**config.mk**
```make
export PLATFORM = sky130hd
export DESIGN_NAME = touch_spi_responder
export DESIGN_NICKNAME = d
export VERILOG_FILES = /design/src/rtl/touch_spi_pkg.sv /design/src/rtl/spi_in_sync.sv /design/src/rtl/touch_spi_responder.sv
export SDC_FILE = /design/constraint.sdc
export NUM_CORES = 1
export LEC_CHECK = 0
export ABC_AREA = 0
export CORE_ASPECT_RATIO = 0.8
export CORE_MARGIN = 2
export CORE_UTILIZATION = 40
export CTS_CLUSTER_DIAMETER = 50
export DETAILED_ROUTE_END_ITERATION = 7
export GPL_TIMING_DRIVEN = 0
export PLACE_DENSITY = 0.76
export SLEW_MARGIN = 20
export SYNTH_ARGS = -nofsm -noshare
export SYNTH_HDL_FRONTEND = slang
export SYNTH_SLANG_ARGS = --single-unit
```
**constraint.sdc**
```tcl
create_clock -name csi_clk -period 2.09 [get_ports csi_clk]
set_clock_uncertainty 0.1 [all_clocks]
set_input_delay 0.418 -clock csi_clk [delete_from_list [all_inputs] [get_ports csi_clk]]
set_output_delay 0.418 -clock csi_clk [all_outputs]
set_load 0.005 [all_outputs]
```
**src/rtl/touch_spi_pkg.sv**
```systemverilog
// Shared types and constants for the touch-panel SPI responder.
package touch_spi_pkg;

  typedef enum logic [2:0] {
    IDLE,
    WAIT_START,
    CMD,
    BUSY,
    DATA,
    TAIL
  } state_t;

  localparam logic [2:0] CH_X  = 3'b101;
  localparam logic [2:0] CH_Y  = 3'b001;
  localparam logic [2:0] CH_Z1 = 3'b011;

  localparam int CMD_W     = 8;
  localparam int MODE8_BIT = 3;

endpackage

```
**src/rtl/spi_in_sync.sv**
```systemverilog
// Synchronises the slow SPI master pins (and pen_down) into csi_clk and
// detects SCLK edges against the previous synchronised sample.
module spi_in_sync
  import touch_spi_pkg::*;
#(
  parameter int SYNC_STAGES = 2
) (
  input  logic clk,
  input  logic rst,
  input  logic tcs,
  input  logic sclk,
  input  logic mosi,
  input  logic pen,
  output logic cs_n,
  output logic sclk_rise,
  output logic sclk_fall,
  output logic mosi_s,
  output logic pen_s
);

  logic [SYNC_STAGES-1:0] tcs_q, tcs_d;
  logic [SYNC_STAGES-1:0] sclk_q, sclk_d;
  logic [SYNC_STAGES-1:0] mosi_q, mosi_d;
  logic [SYNC_STAGES-1:0] pen_q, pen_d;
  logic                   sclk_prev_q, sclk_prev_d;

  always_comb begin
    tcs_d       = {tcs_q[SYNC_STAGES-2:0], tcs};
    sclk_d      = {sclk_q[SYNC_STAGES-2:0], sclk};
    mosi_d      = {mosi_q[SYNC_STAGES-2:0], mosi};
    pen_d       = {pen_q[SYNC_STAGES-2:0], pen};
    sclk_prev_d = sclk_q[SYNC_STAGES-1];
  end

  // Reset levels match the idle bus: deselected, clock high.
  always_ff @(posedge clk) begin
    if (rst) begin
      tcs_q       <= '1;
      sclk_q      <= '1;
      mosi_q      <= '0;
      pen_q       <= '0;
      sclk_prev_q <= 1'b1;
    end else begin
      tcs_q       <= tcs_d;
      sclk_q      <= sclk_d;
      mosi_q      <= mosi_d;
      pen_q       <= pen_d;
      sclk_prev_q <= sclk_prev_d;
    end
  end

  assign cs_n      = tcs_q[SYNC_STAGES-1];
  assign mosi_s    = mosi_q[SYNC_STAGES-1];
  assign pen_s     = pen_q[SYNC_STAGES-1];
  assign sclk_rise = sclk_q[SYNC_STAGES-1] & ~sclk_prev_q;
  assign sclk_fall = ~sclk_q[SYNC_STAGES-1] & sclk_prev_q;

endmodule

```
**src/rtl/touch_spi_responder.sv**
```systemverilog
// XPT2046-style touch controller emulation: decodes an 8-bit command from
// the oversampled SPI master and shifts back a latched sample on MISO.
//
// state      | meaning
// IDLE       | TCS high, MISO released
// WAIT_START | selected, skipping leading zeros until a start bit
// CMD        | shifting in remaining command bits
// BUSY       | next SCLK fall drives the busy bit
// DATA       | each SCLK fall drives one sample bit, MSB first
// TAIL       | MISO held low, a start bit begins an overlapped command
module touch_spi_responder
  import touch_spi_pkg::*;
#(
  parameter int DATA_W      = 12,
  parameter int SYNC_STAGES = 2
) (
  input  logic              csi_clk,
  input  logic              csi_reset,
  input  logic              TCS,
  input  logic              SCLK,
  input  logic              MOSI,
  output logic              MISO,
  output logic              MISO_OE,
  input  logic [DATA_W-1:0] x_data,
  input  logic [DATA_W-1:0] y_data,
  input  logic [DATA_W-1:0] z1_data,
  input  logic              pen_down,
  output logic              PENIRQ,
  output logic              cmd_strobe,
  output logic [CMD_W-1:0]  cmd_byte
);

  localparam int CNT_W = $clog2(DATA_W + 1);

  logic cs_n, sclk_rise, sclk_fall, mosi_s, pen_s;

  spi_in_sync #(.SYNC_STAGES(SYNC_STAGES)) u_sync (
    .clk       (csi_clk),
    .rst       (csi_reset),
    .tcs       (TCS),
    .sclk      (SCLK),
    .mosi      (MOSI),
    .pen       (pen_down),
    .cs_n      (cs_n),
    .sclk_rise (sclk_rise),
    .sclk_fall (sclk_fall),
    .mosi_s    (mosi_s),
    .pen_s     (pen_s)
  );

  state_t            state_q, state_d;
  logic [CMD_W-2:0]  shift_q, shift_d;
  logic [CNT_W-1:0]  cnt_q, cnt_d;
  logic [DATA_W-1:0] sample_q, sample_d;
  logic              mode8_q, mode8_d;
  logic              miso_q, miso_d;
  logic              miso_oe_q, miso_oe_d;
  logic              penirq_q, penirq_d;
  logic              cmd_strobe_q, cmd_strobe_d;
  logic [CMD_W-1:0]  cmd_byte_q, cmd_byte_d;
  logic [CMD_W-1:0]  cmd_next;

  always_comb begin
    state_d      = state_q;
    shift_d      = shift_q;
    cnt_d        = cnt_q;
    sample_d     = sample_q;
    mode8_d      = mode8_q;
    miso_d       = miso_q;
    cmd_strobe_d = 1'b0;
    cmd_byte_d   = cmd_byte_q;
    cmd_next     = {shift_q, mosi_s};

    // Deselect wins over any SCLK edge seen in the same cycle.
    if (cs_n) begin
      state_d = IDLE;
      miso_d  = 1'b0;
    end else begin
      case (state_q)
        IDLE: begin
          state_d = WAIT_START;
          miso_d  = 1'b0;
        end
        WAIT_START: begin
          if (sclk_rise && mosi_s) begin
            shift_d = (CMD_W-1)'(1);
            cnt_d   = CNT_W'(CMD_W - 1);
            state_d = CMD;
          end
        end
        CMD: begin
          if (sclk_rise) begin
            shift_d = cmd_next[CMD_W-2:0];
            if (cnt_q == CNT_W'(1)) begin
              cmd_byte_d   = cmd_next;
              cmd_strobe_d = 1'b1;
              mode8_d      = cmd_next[MODE8_BIT];
              case (cmd_next[CMD_W-2 -: 3])
                CH_X:    sample_d = x_data;
                CH_Y:    sample_d = y_data;
                CH_Z1:   sample_d = z1_data;
                default: sample_d = '0;
              endcase
              state_d = BUSY;
            end else begin
              cnt_d = cnt_q - CNT_W'(1);
            end
          end
        end
        BUSY: begin
          if (sclk_fall) begin
            miso_d  = 1'b0;
            cnt_d   = mode8_q ? CNT_W'(8) : CNT_W'(DATA_W);
            state_d = DATA;
          end
        end
        DATA: begin
          if (sclk_fall) begin
            if (cnt_q == '0) begin
              miso_d  = 1'b0;
              state_d = TAIL;
            end else begin
              miso_d   = sample_q[DATA_W-1];
              sample_d = {sample_q[DATA_W-2:0], 1'b0};
              cnt_d    = cnt_q - CNT_W'(1);
            end
          end
        end
        TAIL: begin
          if (sclk_rise && mosi_s) begin
            shift_d = (CMD_W-1)'(1);
            cnt_d   = CNT_W'(CMD_W - 1);
            state_d = CMD;
          end else if (sclk_fall) begin
            miso_d = 1'b0;
          end
        end
        default: state_d = IDLE;
      endcase
    end

    miso_oe_d = (state_d != IDLE);
    penirq_d  = (state_d == IDLE || state_d == WAIT_START) ? ~pen_s : 1'b1;
  end

  always_ff @(posedge csi_clk) begin
    if (csi_reset) begin
      state_q      <= IDLE;
      shift_q      <= '0;
      cnt_q        <= '0;
      sample_q     <= '0;
      mode8_q      <= 1'b0;
      miso_q       <= 1'b0;
      miso_oe_q    <= 1'b0;
      penirq_q     <= 1'b1;
      cmd_strobe_q <= 1'b0;
      cmd_byte_q   <= '0;
    end else begin
      state_q      <= state_d;
      shift_q      <= shift_d;
      cnt_q        <= cnt_d;
      sample_q     <= sample_d;
      mode8_q      <= mode8_d;
      miso_q       <= miso_d;
      miso_oe_q    <= miso_oe_d;
      penirq_q     <= penirq_d;
      cmd_strobe_q <= cmd_strobe_d;
      cmd_byte_q   <= cmd_byte_d;
    end
  end

  assign MISO       = miso_q;
  assign MISO_OE    = miso_oe_q;
  assign PENIRQ     = penirq_q;
  assign cmd_strobe = cmd_strobe_q;
  assign cmd_byte   = cmd_byte_q;

endmodule
```
# Word level (Yosys, flattened, before mapping)
# Index checks and enable logic that the tools add are counted.
[totals] memories=0 mem_bits_rw=0 out_inout_bits=12 ff_bits=48 latch_bits=0 word_cells=93 rom_bits=0
[classes] magnitude_cmp=0 n_mux=31 div=0 eq_ne=18 bitwise=9 shift=0 add_sub_neg=1 n_reduce_logical=19 n_mul=0
[ops] operator="$mux 12" n=4
[ops] operator="$pmux 12 s3" n=1
[ops] operator="$mux 3" n=8
[ops] operator="$mux 4" n=6
[ops] operator="$pmux 12 s2" n=1
[ops] operator="$pmux 4 s4" n=1
[ops] operator="$pmux 3 s5" n=1
[ops] operator="$mux 7" n=2
[ops] operator="$ne 2x2->1 const B" n=7
[ops] operator="$pmux 7 s2" n=1
[ops] operator="$eq 3x1->1 const B" n=3
[ops] operator="$eq 3x2->1 const B" n=3
[ops] operator="$eq 3x3->1 const B" n=3
[ops] operator="$reduce_and 4->1" n=2
[ops] operator="$reduce_and 8->1" n=1
[ops] operator="$reduce_bool 4->1" n=2
[ops] operator="$not 1->1" n=7
[ops] operator="$logic_not 3->1" n=2
[ops] operator="$reduce_and 6->1" n=1
[ops] operator="$reduce_or 2->1" n=3
[ops] operator="$mux 1" n=5
[ops] operator="$eq 4x1->1 const B" n=1
[ops] operator="$logic_not 4->1" n=1
[ops] operator="$pmux 1 s4" n=1
[ops] operator="other kinds (9)" n=11

# Longest topological paths before layout
# Gate-level depths: netlist of the first run.
[depth] word_depth=10 depth_mapped=8 mapped_depth_nobuf=7

# Cells and area by module
# From an unflattened synthesis of the first run, not the netlist that was laid out.
[hier_totals] hier_cells=260 area_unflattened_um2=2306.0
[modules_own_cells] module="touch_spi_responder" n_inst=1 area_per_inst_um2=2057.0 cells_per_inst=240
[modules_own_cells] module="spi_in_sync" n_inst=1 area_per_inst_um2=249.0 cells_per_inst=20

# Worst setup path after synthesis of the first run
# No wires, ideal clock.
[synth_path] path_type="register -> register" startpoint="register cnt_q[0]" endpoint="register sample_q[11]" path_stages_with_launch=9 required_ps=1845 path_buffers=1 t_arrival_ps=1564 slack_ps=281 path_cell_list="dfxtp_1 -> inv_1 -> ha_1 -> or3b_1 -> a32oi_2 -> nor2_4 -> buf_6 -> nor2_1 -> a211oi_2"
[synth_between] elab_chain_cells=3 word_cells_on_any_way=5 cone_classes="eq/ne (3); reduce/logical (2)"
[synth_rtl] item="start: declaration" line="touch_spi_responder.sv:53" rtl="logic [CNT_W-1:0] cnt_q, cnt_d;"
[synth_rtl] item="start signal: assignment" line="touch_spi_responder.sv:161" rtl="cnt_q <= cnt_d;"
[synth_rtl] item="$eq 4x1->1 / $logic_not 4->1 (equally long branches)" line="touch_spi_responder.sv:94, touch_spi_responder.sv:119"
[synth_rtl] item="$ne 2x2->1 (no source line)"
[synth_rtl] item="$reduce_and 6->1 (no source line) *"
[synth_rtl] item="end signal: assignment" line="touch_spi_responder.sv:162" rtl="sample_q <= sample_d;"
[synth_rtl] item="end: declaration" line="touch_spi_responder.sv:54" rtl="logic [DATA_W-1:0] sample_q, sample_d;"
# Every way passes the cells marked *; elsewhere a longest branch is shown, timed or not.
# A chain may end at the register's enable or synchronous reset.

# Worst setup path after layout of the first run
[layout_path] startpoint="register cnt_q[0]" endpoint="register cnt_q[3]"
[layout_between] elab_chain_cells=4 word_cells_on_any_way=11 cone_classes="add/sub (1); eq/ne (3); mux (5); reduce/logical (2)"
[layout_rtl] item="$sub 4x1->4" line="touch_spi_responder.sv:106, touch_spi_responder.sv:125"
[layout_rtl] item="$mux 4, on equally long branches" line="touch_spi_responder.sv:119, touch_spi_responder.sv:94"
[layout_rtl] item="$mux 4, on equally long branches" line="touch_spi_responder.sv:118, touch_spi_responder.sv:92"
[layout_rtl] item="$pmux 4 s4" line="touch_spi_responder.sv:79" rtl="case (state_q)"
# Several ways; a longest one is shown, not always the timed one. The select of a mux whose other input is x is not followed.

==> flow_summary.ini, run 1 <==
[run_status]
status = completed

[finish]
design_area_mm2 = 0.003068
sequential_cell_area_um2 = 942.2
final_layout_size_suffix_gt1_frac = 0.1277
most_common_cell_after_layout_fill_and_taps_aside = clkdlybuf4s50_1
antennaDiodeCount = 0
syn_to_final_growth_pct = 30.56
final_cell_mix = clkdlybuf4s50_1, dfxtp_1, nand2_1
num-nets-final = 372
fillCellCount = 518
multi_input_logic_area_mm2 = 0.001296

[placement]
placement.cell_area_mm2 = 0.002968
detailedPlacementHpwl_mm = 4.207
gp_congestion = 0.8800
port_buffers = 52

[floorplan]
row_count = 24
fp.dieH_um = 72.56
floorplan.initialDensity = 0.4230
num_io_pins = 54
die_w_um = 89.69
core_area_mm2 = 0.005555
die-area_mm2 = 0.006507

[clock_tree]
cts.repair_timing.setup_buffer_count = 0
root_buffer_cell = clkbuf_8
insertion_delay_ns = 0.31
cts_max_path_buffers = 2
clkSlewWorstSetupHoldPaths_ns = 0.09
clock-sinks = 47
cts-hold-fix-buffers = 0
cts-buffers-inserted = 5
tritoncts = built
htreeDepth = 2

[logic_synthesis]
synth_seq_area_share = 0.4004
postSynth.topFlopCell = dfxtp_1
yosys.area_share.simple = 0.2023
postSynthNetCount = 313
multiplexer_share_of_the_synthesized_area = 0.08946
netlist_top_cells_area = dfxtp_1, mux2i_1, a211oi_2
synth-warning-count = 0
synthCells = 269
post-synth-top-area-cell = dfxtp_1
synth_fa_ha_area_frac = 0.01065
synth_top_family_by_area = compound AO/OA/AOI/OAI gates
number_of_enable_flip_flop_cells_after_synthesis = 0
synth-compound-area-share = 0.2423
synth.ff_latch_count = 47
yosysUniqueCellTypes = 48
synth_xor_area_frac = 0.003727
avgSynthCellArea_um2 = 8.735
asyncSetResetFlopFracSynth = 0
synth_largest_type_area_fraction = 0.4004
netlist_area_mm2 = 0.002350

[route]
route.final.wire_length_mm = 5.609
detail_route.wl_per_cell_um = 13.78
number_of_drc_markers_in_iteration_0 = 95
postRouteAntennaNets = 0
vias = 2111
detailedRoute.firstPassIterationCount = 4
drcViolationCount = 0
via_per_inst = 5.187

[worst_setup_path]
cp_max_fo = 4
critPathRequiredTime_ns = 2.17
worstSetupStartpointType = flop
critPathKind = flop to flop
critPathArrivalTime_ns = 2.03
worstSetupEndpointType = flop

[grt]
grt_busiest_layer = met2
groute.layer.met3.usage = 0.04209
global_route_congestion_overflow_total = 0
vias_in_the_first_global_route = 1954
maximum_number_of_pins_on_one_net_before_global_route_repair = 17
gr-usage-all-layers = 0.1754
met1_usage = 0.2381
grt_antenna_before_repair = 0
wire_length_of_the_first_global_routing_pass_mm = 8.901
grt_util_met2 = 0.2770

[timing]
max-slew-margin-rel = 0.5115
fmaxAchievable_mhz = 512.0
final-hold-violation-count = 0
worst_pin_slew_ns = 0.7328
fin_crit_ns = 1.953
maxSlewViolCount = 0
setup_repair_after_global_routing_missed_its_margin = false
timing.final.crit_share = 0.9345
final_setup_vio_count = 0
setup_tns_ns = 0

[power_and_ir_drop]
p_leak_nw = 1.010
power_density_relative_to_cell_area_mw_per_mm2 = 529.1
vdd_drop_max_mv = 0.3356

[job]
max_capacitance_violation_count = 0

[worst_hold_path]
hold_path_class = flop to flop
==> critical path, stage by stage, from the launching register on <==
cell and delay (ns):
dfxtp_2 0.37, inv_1 0.06, ha_1 0.21, or3b_4 0.26
nand2_1 0.08, a221o_1 0.42, o31ai_2 0.23, a21oi_1 0.09
==> routing by layer <==
metal,routed length [um],share of wire,vias up
li1,-,-,1070
met1,2638,0.47,985
met2,2645,0.47,50
met3,254,0.045,6
met4,71,0.013,0
met5,0,0,-
==> registers in the layout, indices dropped and copies added (netlist names) <==
name                cells
sample_q               12
shift_q                 7
cmd_byte                8
MISO                    1
MISO_OE                 1
cnt_q                   4
u_sync.tcs_q            2
u_sync.sclk_q           2
u_sync.mosi_q           2
u_sync.pen_q            2
PENIRQ                  1
u_sync.sclk_prev_q      1
cmd_strobe              1
state_q                 3
==> repair_timing <==
| action | 4_1_cts | 5_1_grt |
|---|---|---|
| hold endpoints to repair | 0 | 0 |
| resized for setup | 0 | 3 |
| endpoints found under the setup margin | 0 | 21 |
==> synthesized netlist by cell type, types with 2 or more instances <==
cell type   n
nor2_1     28
mux2i_1    21
nor3_1      3
buf_2       6
a21oi_1    14
nand2b_1    2
clkbuf_1    8
o21ai_0    13
buf_4       2
dfxtp_1    47
ha_1        2
nand3_1     9
o21ai_1     8
or2_2       4
nor2_4      2
a31oi_1     3
nor3b_4     2
a211oi_2   10
nand2_1    30
nor2b_1     8
inv_1       7
o21a_1      3
a22oi_1    11
nand3b_1    2
==> metrics by stage <==
stage          worst slack (ns)  total power, mW  instances  hold WS [ns]  utilization
5_1_grt                 0.02628            1.671        407        0.3035       0.5523
4_1_cts                 0.03002            1.636        407        0.2923       0.5507
3_3_place_gp            0.05663            1.070        399        0.2758       0.5342
3_5_place_dp            0.03657            1.072        399        0.2720       0.5342
6_report                 0.1368            1.623        407        0.2863       0.5523
2_1_floorplan            0.2810           0.9808        269        0.2604            -
==> layout make-up <==
type | count | share of cell area
tap | 78 | 0.03181
inverter | 8 | 0.009788
multi-input combinational | 196 | 0.4225
timing repair buffer | 52 | 0.1697
buffer | 18 | 0.02936
sequential | 47 | 0.3071
clock buffer | 5 | 0.02243
clock inverter | 3 | 0.007341
==> logic make-up after synthesis <==
| family | count (synthesis) |
|---|---|
| buf+inv | 26 |
| fa+ha+maj | 2 |
| simple gates | 95 |
| flops | 47 |
| compound gates | 77 |
| mux | 21 |
| xor+xnor | 1 |
==> path summary, 6_finish.rpt <==
| check | startpoint | end | slack [ns] | depth (start not counted) |
|---|---|---|---|---|
| max | cnt_q[0] | cnt_q[3] | 0.14 | 7 |
| min | u_sync.pen_q[1] | PENIRQ | 0.29 | 1 |
| max reg2reg | cnt_q[0] | cnt_q[3] | 0.14 | 7 |
| min reg2reg | u_sync.pen_q[1] | PENIRQ | 0.29 | 1 |
==> where the power goes <==
group	leakage, nW	switching [mW]	internal, mW
clock	0.0489	0.329	0.242
combinational	0.580	0.0511	0.0886
sequential	0.381	0.00769	0.904
total	1.01	0.388	1.24
Note: power is estimated with default switching activity, not from simulation.
==> run 2, diff against run 1 <==
- CORE_ASPECT_RATIO: 0.8 -> not set
==> run 2 against run 1 <==
Design area barely moved; setup slack got worse by 0.0075 ns; register-to-register slack barely moved; wire length fell by 4.6%; worst hold slack improved by 0.0099 ns; maximum frequency fell by 0.38%; clock-buffer cell count rose by 2; utilization fell by 0.14 points; sequential power barely moved; critical path type unchanged; highest routed layer unchanged.
==> flow_summary.ini, run 2 (synthesis gave the netlist of run 1 again) <==
[run_status]
status = completed

[floorplan]
floorplan.initialDensity = 0.4215
die-area_mm2 = 0.006504
fp.dieH_um = 80.65
die_w_um = 80.65
row_count = 27
num_io_pins = 54
core_area_mm2 = 0.005574

[clock_tree]
clock-sinks = 47
cts-hold-fix-buffers = 0
clkSlewWorstSetupHoldPaths_ns = 0.08
insertion_delay_ns = 0.30
post_cts_resize_count = 0
cts.repair_timing.setup_buffer_count = 0
root_buffer_cell = clkbuf_8
htreeDepth = 2
cts_max_path_buffers = 2
cts-buffers-inserted = 5
tritoncts = built

[placement]
place_worst_setup_slack_ns = 0.05233
detailedPlacementHpwl_mm = 3.963
dpl.cell_count = 393
port_buffers = 52
gp_congestion = 0.8744
placement.cell_area_mm2 = 0.002960

[worst_setup_path]
worst_reg2reg_setup_slack_ns = 0.13
crit_slowest_cell = a221o_1
critPathKind = flop to flop
crit_path_cell_trace = inv_1 -> ha_1 -> or3b_1 -> nand2_1 -> a221o_1 -> o31ai_2 -> a21oi_1
rr_endpoint = cnt_q[3]
critPathRequiredTime_ns = 2.16
critical-path-max-stage-delay_ns = 0.42
r2r_cells = 7
worstReg2RegStart = cnt_q[0]
critical-path-top-delay-family = compound AO/OA/AOI/OAI gates
worst-path-buf-inv = 1
cp_max_fo = 4
critPathArrivalTime_ns = 2.03
worstSetupStartpointType = flop
worstSetupEndpointType = flop

[timing]
setup_repair_after_global_routing_missed_its_margin = false
setup_tns_ns = 0
fin_crit_ns = 1.961
final_setup_vio_count = 0
fmaxAchievable_mhz = 510.0
final-hold-violation-count = 0
hold-worst-slack_ns = 0.2962
worst_pin_slew_ns = 0.6871
final_critical_path_setup_slack_ns = 0.1294
timing.final.crit_share = 0.9381
maxSlewViolCount = 0
max-slew-margin-rel = 0.5420

[power_and_ir_drop]
p_leak_nw = 1.015
power_density_relative_to_cell_area_mw_per_mm2 = 536.5
vdd_drop_max_mv = 0.3719
power_mw = 1.647

[finish]
design_area_mm2 = 0.003070
largest_register_ff_count = 12
most_common_cell_after_layout_fill_and_taps_aside = clkdlybuf4s50_1
antennaDiodeCount = 0
layoutNonFillerInstCount = 401
final_layout_size_suffix_gt1_frac = 0.1246
final_core_util = 0.5508
top_register = sample_q
final_cell_mix = clkdlybuf4s50_1, dfxtp_1, nand2_1
syn_to_final_growth_pct = 30.67
fillCellCount = 526
num-nets-final = 372

[route]
detailedRoute.firstPassIterationCount = 4
route.final.wire_length_mm = 5.352
vias = 2104
postRouteAntennaNets = 0
detail_route.wl_per_cell_um = 13.35
drcViolationCount = 0
via_per_inst = 5.247
number_of_drc_markers_in_iteration_0 = 73

[worst_hold_path]
hold_path_class = flop to flop
min_from = u_sync.pen_q[1]
hold_depth = 1
hold_path_end = PENIRQ

[grt]
wire_length_of_the_first_global_routing_pass_mm = 9.018
maximum_number_of_pins_on_one_net_before_global_route_repair = 15
vias_in_the_first_global_route = 1990
global_route_congestion_overflow_total = 0
grt_antenna_before_repair = 0
gr-usage-all-layers = 0.1758

[job]
max_capacitance_violation_count = 0
[run 2: how the worst max path moves through the flow]
stage / start / end / cells past startpoint
after floorplan: cnt_q[0] / sample_q[11] / 8
after global placement: cnt_q[1] / cmd_byte[1] / 7
after detailed placement: cnt_q[1] / cmd_byte[0] / 7
after CTS: cnt_q[1] / cmd_byte[6] / 7
after global routing: state_q[1] / sample_q[10] / 6
final: cnt_q[0] / cnt_q[3] / 7
[run 2: power by group]
part	leakage, nW	switching (mW)	total (mW)	internal, mW
combinational	0.583	0.0500	0.138	0.0882
clock	0.0505	0.296	0.597	0.301
sequential	0.381	0.00769	0.912	0.904
[run 2: worst register-to-register path: cells and delay by family, from the launching register on]
| family | cells | cell delay (ns) |
|---|---|---|
| AO/OA/AOI/OAI | 3 | 0.75 |
| flip-flops | 1 | 0.36 |
| AND/OR/NAND/NOR | 2 | 0.36 |
| adder cells (fa/ha/maj) | 1 | 0.21 |
| buffers and inverters | 1 | 0.06 |
[run 2: layout make-up]
type	count	area (um2)	share of cell area
inverter	8	30.03	0.009780
tap	72	90.09	0.02934
buffer	18	90.09	0.02934
sequential	47	942.2	0.3068
timing repair buffer	52	520.5	0.1695
multi-input combinational	196	1294	0.4214
clock buffer	7	96.34	0.03138
clock inverter	1	7.507	0.002445
[run 2: layer usage]
metal,routed length (um),track usage
met4,121,0.07458
met2,2496,0.2742
met3,181,0.03146
met5,0,0
met1,2553,0.2374
